`config.mk`:
```
export PLATFORM = sky130hd
export DESIGN_NAME = pwm_multichannel
export DESIGN_NICKNAME = d
export VERILOG_FILES = /design/src/rtl/pwm_pkg.sv /design/src/rtl/pwm_prescaler.sv /design/src/rtl/pwm_multichannel.sv
export SDC_FILE = /design/constraint.sdc
export NUM_CORES = 1
export LEC_CHECK = 0
export CAP_MARGIN = 25
export CORE_MARGIN = 10
export CORE_UTILIZATION = 40
export CTS_BUF_LIST = sky130_fd_sc_hd__clkbuf_4 sky130_fd_sc_hd__clkbuf_8
export DETAILED_ROUTE_END_ITERATION = 7
export PLACE_DENSITY = 0.68
export RECOVER_POWER = 50
export SYNTH_ARGS = -nofsm -noshare
export SYNTH_HDL_FRONTEND = slang
export SYNTH_SLANG_ARGS = --single-unit
```
`constraint.sdc`:
```
create_clock -name clk -period 2.7 [get_ports clk]
set_input_delay 0.27 -clock clk [delete_from_list [all_inputs] [get_ports clk]]
set_output_delay 0.27 -clock clk [all_outputs]
set_load 0.01 [all_outputs]
```
`src/rtl/pwm_pkg.sv`:
```
// Shared types and helpers for the multi-channel PWM generator.
//   pwm_mode_e : counting style (edge-aligned sawtooth or center-aligned triangle)
//   pwm_dir_e  : center-mode count direction
//   ADDR_PERIOD / ADDR_MODE : config-port addresses that follow the duty bank
package pwm_pkg;

  typedef enum logic {
    PWM_EDGE   = 1'b0,
    PWM_CENTER = 1'b1
  } pwm_mode_e;

  typedef enum logic {
    DIR_UP   = 1'b0,
    DIR_DOWN = 1'b1
  } pwm_dir_e;

  // Period register sits directly after the per-channel duty registers.
  function automatic int unsigned ADDR_PERIOD(input int unsigned channels);
    return channels;
  endfunction

  // Mode register sits directly after the period register.
  function automatic int unsigned ADDR_MODE(input int unsigned channels);
    return channels + 1;
  endfunction

endpackage

```
`src/rtl/pwm_prescaler.sv`:
```
// Clock prescaler: asserts tick once every 2^speed clocks while enabled.
//   clk    : clock, rising edge
//   rst    : synchronous active-high reset
//   enable : run; low holds the divider at 0 and suppresses tick
//   speed  : log2 of the division ratio
//   tick   : combinational one-clock strobe, high in the clock the divider
//            reaches its limit
module pwm_prescaler
  import pwm_pkg::*;
#(
  parameter int unsigned PRESCALE_W = 3
) (
  input  logic                  clk,
  input  logic                  rst,
  input  logic                  enable,
  input  logic [PRESCALE_W-1:0] speed,
  output logic                  tick
);

  // Wide enough to hold the largest limit 2^(2^PRESCALE_W - 1) - 1.
  localparam int unsigned CW = (1 << PRESCALE_W) - 1;
  localparam logic [CW-1:0] ONES = '1;

  logic [CW-1:0] pre_cnt_q;
  logic [CW-1:0] pre_cnt_d;
  logic [CW-1:0] limit_c;
  logic          at_limit_c;

  // Limit is 2^speed - 1; >= lets a lowered speed wrap immediately.
  always_comb begin
    limit_c    = ~(ONES << speed);
    at_limit_c = (pre_cnt_q >= limit_c);
    pre_cnt_d  = pre_cnt_q + CW'(1);
    if (!enable || at_limit_c) begin
      pre_cnt_d = '0;
    end
    tick = enable && at_limit_c;
  end

  always_ff @(posedge clk) begin
    if (rst) begin
      pre_cnt_q <= '0;
    end else begin
      pre_cnt_q <= pre_cnt_d;
    end
  end

endmodule

```
`src/rtl/pwm_multichannel.sv`:
```
// Multi-channel PWM generator with shared period, per-channel duty,
// prescaled edge- or center-aligned counter and shadowed config that is
// committed only at period boundaries.
//   clk, rst     : clock and synchronous active-high reset
//   enable       : run; low idles the counter and forces outputs low
//   speed        : prescaler select, counter ticks every 2^speed clocks
//   wr_en        : config write strobe
//   wr_addr      : 0..CHANNELS-1 duty, CHANNELS period, CHANNELS+1 mode
//   wr_data      : write data (mode uses bit 0)
//   pwm          : registered per-channel PWM outputs
//   period_start : one-clock pulse in the clock the counter restarts at 0
//   cnt_out      : current counter value
module pwm_multichannel
  import pwm_pkg::*;
#(
  parameter int unsigned WIDTH      = 8,
  parameter int unsigned CHANNELS   = 4,
  parameter int unsigned PRESCALE_W = 3
) (
  input  logic                           clk,
  input  logic                           rst,
  input  logic                           enable,
  input  logic [PRESCALE_W-1:0]          speed,
  input  logic                           wr_en,
  input  logic [$clog2(CHANNELS+2)-1:0]  wr_addr,
  input  logic [WIDTH-1:0]               wr_data,
  output logic [CHANNELS-1:0]            pwm,
  output logic                           period_start,
  output logic [WIDTH-1:0]               cnt_out
);

  localparam int unsigned AW     = $clog2(CHANNELS + 2);
  localparam int unsigned A_PER  = ADDR_PERIOD(CHANNELS);
  localparam int unsigned A_MODE = ADDR_MODE(CHANNELS);

  // Shadow bank (host-visible) and active bank (used by the counter).
  logic [CHANNELS-1:0][WIDTH-1:0] duty_sh_q, duty_sh_d;
  logic [CHANNELS-1:0][WIDTH-1:0] duty_act_q, duty_act_d;
  logic [WIDTH-1:0]               period_sh_q, period_sh_d;
  logic [WIDTH-1:0]               period_act_q, period_act_d;
  pwm_mode_e                      mode_sh_q, mode_sh_d;
  pwm_mode_e                      mode_act_q, mode_act_d;

  logic [WIDTH-1:0]    cnt_q, cnt_d;
  pwm_dir_e            dir_q, dir_d;
  logic [CHANNELS-1:0] pwm_q, pwm_d;
  logic                period_start_q, period_start_d;

  logic                tick;
  logic [WIDTH-1:0]    cnt_step_c;
  pwm_dir_e            dir_step_c;
  logic                boundary_c;

  pwm_prescaler #(
    .PRESCALE_W (PRESCALE_W)
  ) u_prescaler (
    .clk    (clk),
    .rst    (rst),
    .enable (enable),
    .speed  (speed),
    .tick   (tick)
  );

  // Counter value the next tick would produce under the active mode/period.
  always_comb begin
    cnt_step_c = cnt_q;
    dir_step_c = dir_q;
    if (mode_act_q == PWM_EDGE) begin
      dir_step_c = DIR_UP;
      cnt_step_c = (cnt_q >= period_act_q) ? '0 : cnt_q + WIDTH'(1);
    end else if (period_act_q == '0) begin
      dir_step_c = DIR_UP;
      cnt_step_c = '0;
    end else if (dir_q == DIR_UP) begin
      if (cnt_q >= period_act_q) begin
        cnt_step_c = period_act_q - WIDTH'(1);
        dir_step_c = DIR_DOWN;
      end else begin
        cnt_step_c = cnt_q + WIDTH'(1);
      end
    end else begin
      cnt_step_c = (cnt_q == '0) ? '0 : cnt_q - WIDTH'(1);
    end
  end

  // A boundary is exactly the tick that returns the counter to 0.
  assign boundary_c = tick && (cnt_step_c == '0);

  // Config writes, counter advance and shadow-to-active commit.
  always_comb begin
    duty_sh_d      = duty_sh_q;
    period_sh_d    = period_sh_q;
    mode_sh_d      = mode_sh_q;
    duty_act_d     = duty_act_q;
    period_act_d   = period_act_q;
    mode_act_d     = mode_act_q;
    cnt_d          = cnt_q;
    dir_d          = dir_q;
    period_start_d = 1'b0;

    if (wr_en) begin
      for (int unsigned i = 0; i < CHANNELS; i++) begin
        if (wr_addr == AW'(i)) begin
          duty_sh_d[i] = wr_data;
        end
      end
      if (wr_addr == AW'(A_PER)) begin
        period_sh_d = wr_data;
      end
      if (wr_addr == AW'(A_MODE)) begin
        mode_sh_d = pwm_mode_e'(wr_data[0]);
      end
    end

    // Commit reads the pre-write shadow, so a write landing in a boundary
    // clock waits for the following boundary.
    if (!enable) begin
      cnt_d        = '0;
      dir_d        = DIR_UP;
      duty_act_d   = duty_sh_q;
      period_act_d = period_sh_q;
      mode_act_d   = mode_sh_q;
    end else if (tick) begin
      cnt_d = cnt_step_c;
      dir_d = dir_step_c;
      if (boundary_c) begin
        duty_act_d     = duty_sh_q;
        period_act_d   = period_sh_q;
        mode_act_d     = mode_sh_q;
        dir_d          = DIR_UP;
        period_start_d = 1'b1;
      end
    end
  end

  // Per-channel comparators on the current counter value.
  for (genvar gi = 0; gi < CHANNELS; gi++) begin : g_cmp
    assign pwm_d[gi] = enable && (cnt_q < duty_act_q[gi]);
  end

  always_ff @(posedge clk) begin
    if (rst) begin
      duty_sh_q      <= '0;
      duty_act_q     <= '0;
      period_sh_q    <= '1;
      period_act_q   <= '1;
      mode_sh_q      <= PWM_EDGE;
      mode_act_q     <= PWM_EDGE;
      cnt_q          <= '0;
      dir_q          <= DIR_UP;
      pwm_q          <= '0;
      period_start_q <= 1'b0;
    end else begin
      duty_sh_q      <= duty_sh_d;
      duty_act_q     <= duty_act_d;
      period_sh_q    <= period_sh_d;
      period_act_q   <= period_act_d;
      mode_sh_q      <= mode_sh_d;
      mode_act_q     <= mode_act_d;
      cnt_q          <= cnt_d;
      dir_q          <= dir_d;
      pwm_q          <= pwm_d;
      period_start_q <= period_start_d;
    end
  end

  assign pwm          = pwm_q;
  assign period_start = period_start_q;
  assign cnt_out      = cnt_q;

endmodule

```
==> results.py <==
metrics = {
    "yosys": {
        "yosys.area.top_type": "dfxtp_1",
        "yosys-mux-area-fraction": 0.109,
        "synth_cells": 661,
        "synth_top_area_frac": 0.350,
        "synth_edf_count": 0,
        "synth_fa_ha_area_frac": 0.104,
        "syn_avg_cell_area_um2": 8.91,
        "yosys-top-cells-area": "dfxtp_1 35%, mux2i_1 11%, ha_1 10%, nand2b_1 8.1%, nor2_1 3.8%",
        "synth_seq_cells": 103,
        "netlist_top_cells_count": "103 x dfxtp_1, 76 x nand2b_1, 63 x mux2i_1",
        "synth-compound-area-share": 0.125,
        "yosys.area_share.simple": 0.214,
        "syn_nets": 728,
        "ys_types": 54,
        "synth.cell_area_um2": 5890,
        "synth_most_common_cell": "dfxtp_1",
        "synth_xor_xnor_area_share": 0.0312,
        "async_flop_share": 0,
        "ys_warn_count": 0,
        "ys.flop_type": "dfxtp_1",
        "synth_top_family_by_area": "simple AND/OR/NAND/NOR gates",
        "yosysSeqAreaShare": 0.350,
    },
    "setup_path": {
        "cp-start-kind": "register",
        "path_buf_inv": 5,
        "path_cells": "inv_4 -> ha_4 -> or4_4 -> a21oi_4 -> o31ai_4 -> buf_6 -> mux2i_1 -> o2111ai_2 -> nor4b_4 -> a21boi_4 -> buf_12 -> buf_8 -> buf_16 -> mux2i_1",
        "ff2ff_path_depth": 14,
        "critPathMaxFanout": 7,
        "critPathTopFamily": "simple AND/OR/NAND/NOR gates",
        "worst-path-stages": 14,
        "worstPathArrival_ps": 3210,
        "critPathSlowestCell": "or4_4",
        "max_stage_delay_ps": 540,
        "path_class": "register to register",
        "cp-end-kind": "register",
        "critPathRequiredTime_ps": 2980,
        "crit_top_cell": "mux2i_1",
    },
    "sta": {
        "slew_headroom": 0.339,
        "rsz0062_at_grt": "yes",
        "maxSlewViolCount": 0,
        "hold_slack_ps": 465,
        "worst_pin_slew_ps": 991,
        "timing.final.crit_share": 1.08,
        "setup_ws_ps": -226,
        "tns_ps": -6890,
        "finalClockSkew_ps": 9.13,
        "min_period_ps": 2930,
        "final_hold_viol_count": 0,
        "fmaxAchievable_mhz": 342,
        "setup_violations": 41,
    },
    "routing": {
        "first_pass_iters": 4,
        "route.detailed.drc": 0,
        "totalWireLength_um": 14500,
        "vias": 4720,
        "ant_nets": 0,
        "wire_per_inst_um": 15.5,
        "drt_iter0_markers": 226,
        "drt-vias-per-instance": 5.05,
    },
    "run_status": {
        "violations": "setup timing",
        "status": "finished with violations",
    },
    "pwr": {
        "power_density_nw_per_um2": 393,
        "power.leakage_uw": 0.00290,
        "ir_drop_uv": 233,
    },
    "job": {
        "cap_violations": 0,
    },
    "min_path": {
        "min_path_cells": 2,
        "min_path_type": "register to register",
    },
    "cells_and_area": {
        "drive_gt1_frac": 0.179,
        "num_antenna_cells": 0,
        "nets": 812,
        "design_area_um2": 7270,
        "nFillCells": 1333,
        "syn2layout_area_growth_pct": 23.4,
    },
    "global_routing": {
        "antenna_found_initial": 0,
        "grt_usage": 0.147,
        "grt-ovfl-total": 0,
        "grt_max_degree": 125,
        "grt_pass1_wl_um": 24000,
        "grt_pass1_vias": 4812,
    },
    "cts": {
        "tritoncts": "built",
        "clk_pin_slew_ps": 110,
        "cts_buffers": 9,
        "root_buffer": "clkbuf_8",
        "cts.sinks": 103,
        "cts_buffer_depth": 2,
        "cts_max_level": 3,
        "clk_latency_ps": 380,
        "cts-hold-fix-buffers": 0,
    },
    "placed_design": {
        "place_area_um2": 6780,
        "hpwl_um": 10800,
        "io_buffers": 30,
        "gp_congestion": 0.892,
    },
    "floorplanning": {
        "start_util": 0.407,
        "fp-row-count": 44,
        "core-area_um2": 14500,
        "die_x_um": 141,
        "die_y_um": 141,
        "dieArea_um2": 20000,
        "io_pins": 31,
    },
}
-- cells by family after synthesis --
group | Yosys count
buffers and inverters | 81
multiplexers | 64
flip-flops | 103
XOR/XNOR | 21
AND/OR/NAND/NOR | 238
adder cells (fa/ha/maj) | 49
AO/OA/AOI/OAI | 105
-- worst paths after layout --
| kind | from | end | slack [ps] |
|---|---|---|---|
| worst max-delay path | period_act_q[2] | duty_act_q[1] | -230 |
| worst min-delay path | duty_sh_q[26] | duty_sh_q[26] | 470 |
| worst max register to register | period_act_q[2] | duty_act_q[1] | -230 |
| worst min register to register | duty_sh_q[26] | duty_sh_q[26] | 470 |
-- cell usage in the layout, fill, tap and decap left out, drive strengths merged, types with 3 or more instances in the layout --
cell and count:
nand2b 76, buf 75, mux2i 63, nor3b 5, nor3 7, a31oi 3
o221ai 3, a21oi 29, a211oi 7, a211o 9, nor2 60, o21ai 9
nor2b 9, xnor2 16, a21o 27, clkinv 3, nand2 43, and3 4
nor4 4, a21boi 3, dlygate4sd3 4, inv 50, dfxtp 103, clkdlybuf4s50 25
or3 4, clkbuf 12, nand4 8, xor2 5, ha 49, nand3 12
-- through the flow --
stage / power, uW / setup WS, ps / utilization / std cells
after floorplan: 1760 / 8.90 / - / 661
after global placement: 1850 / -473 / 0.468 / 909
after detailed placement: 1850 / -491 / 0.468 / 909
after CTS: 2880 / -186 / 0.498 / 932
after global routing: 2980 / -320 / 0.502 / 934
final: 2860 / -226 / 0.502 / 934
-- layer usage --
layer	share of wire	global-route usage
met5	0	0
met4	0.016	0.0489
met3	0.037	0.0310
met2	0.48	0.247
met1	0.46	0.181
-- registers in the layout (all words and copies together), names as in the netlist --
name and cells:
period_start 1, period_sh_q 8, u_prescaler.pre_cnt_q 7, period_act_q 8
pwm 4, mode_act_q 1, mode_sh_q 1, dir_q 1
duty_sh_q 32, duty_act_q 32, cnt_out 8
-- layout make-up --
class / instances / area, um^2 / area share
Timing Repair Buffer: 107 / 995 / 0.137
Multi-Input combinational cell: 477 / 3590 / 0.493
Inverter: 47 / 179 / 0.0246
Clock inverter: 7 / 80.1 / 0.0110
Tap cell: 184 / 230 / 0.0317
Sequential cell: 103 / 2070 / 0.285
Clock buffer: 9 / 124 / 0.0170
-- report_power, final --
part / total (uW) / switching (uW) / internal, uW
clock: 1010 / 567 / 443
combinational: 290 / 138 / 152
sequential: 1560 / 15.7 / 1540
total: 2860 / 720 / 2140
-- worst min-delay path, cell delays in order (launching register included) --
cell     delay (ps)
dfxtp_1         320
nand2_1          50
a21oi_1          50
-- what timing repair did --
action,in CTS,in global routing
pin swaps,11,5
setup buffers,7,3
gates resized for setup,24,13
setup endpoints to repair,43,43
gates cloned,2,0
No activity file was read; power rests on OpenSTA's default activity.
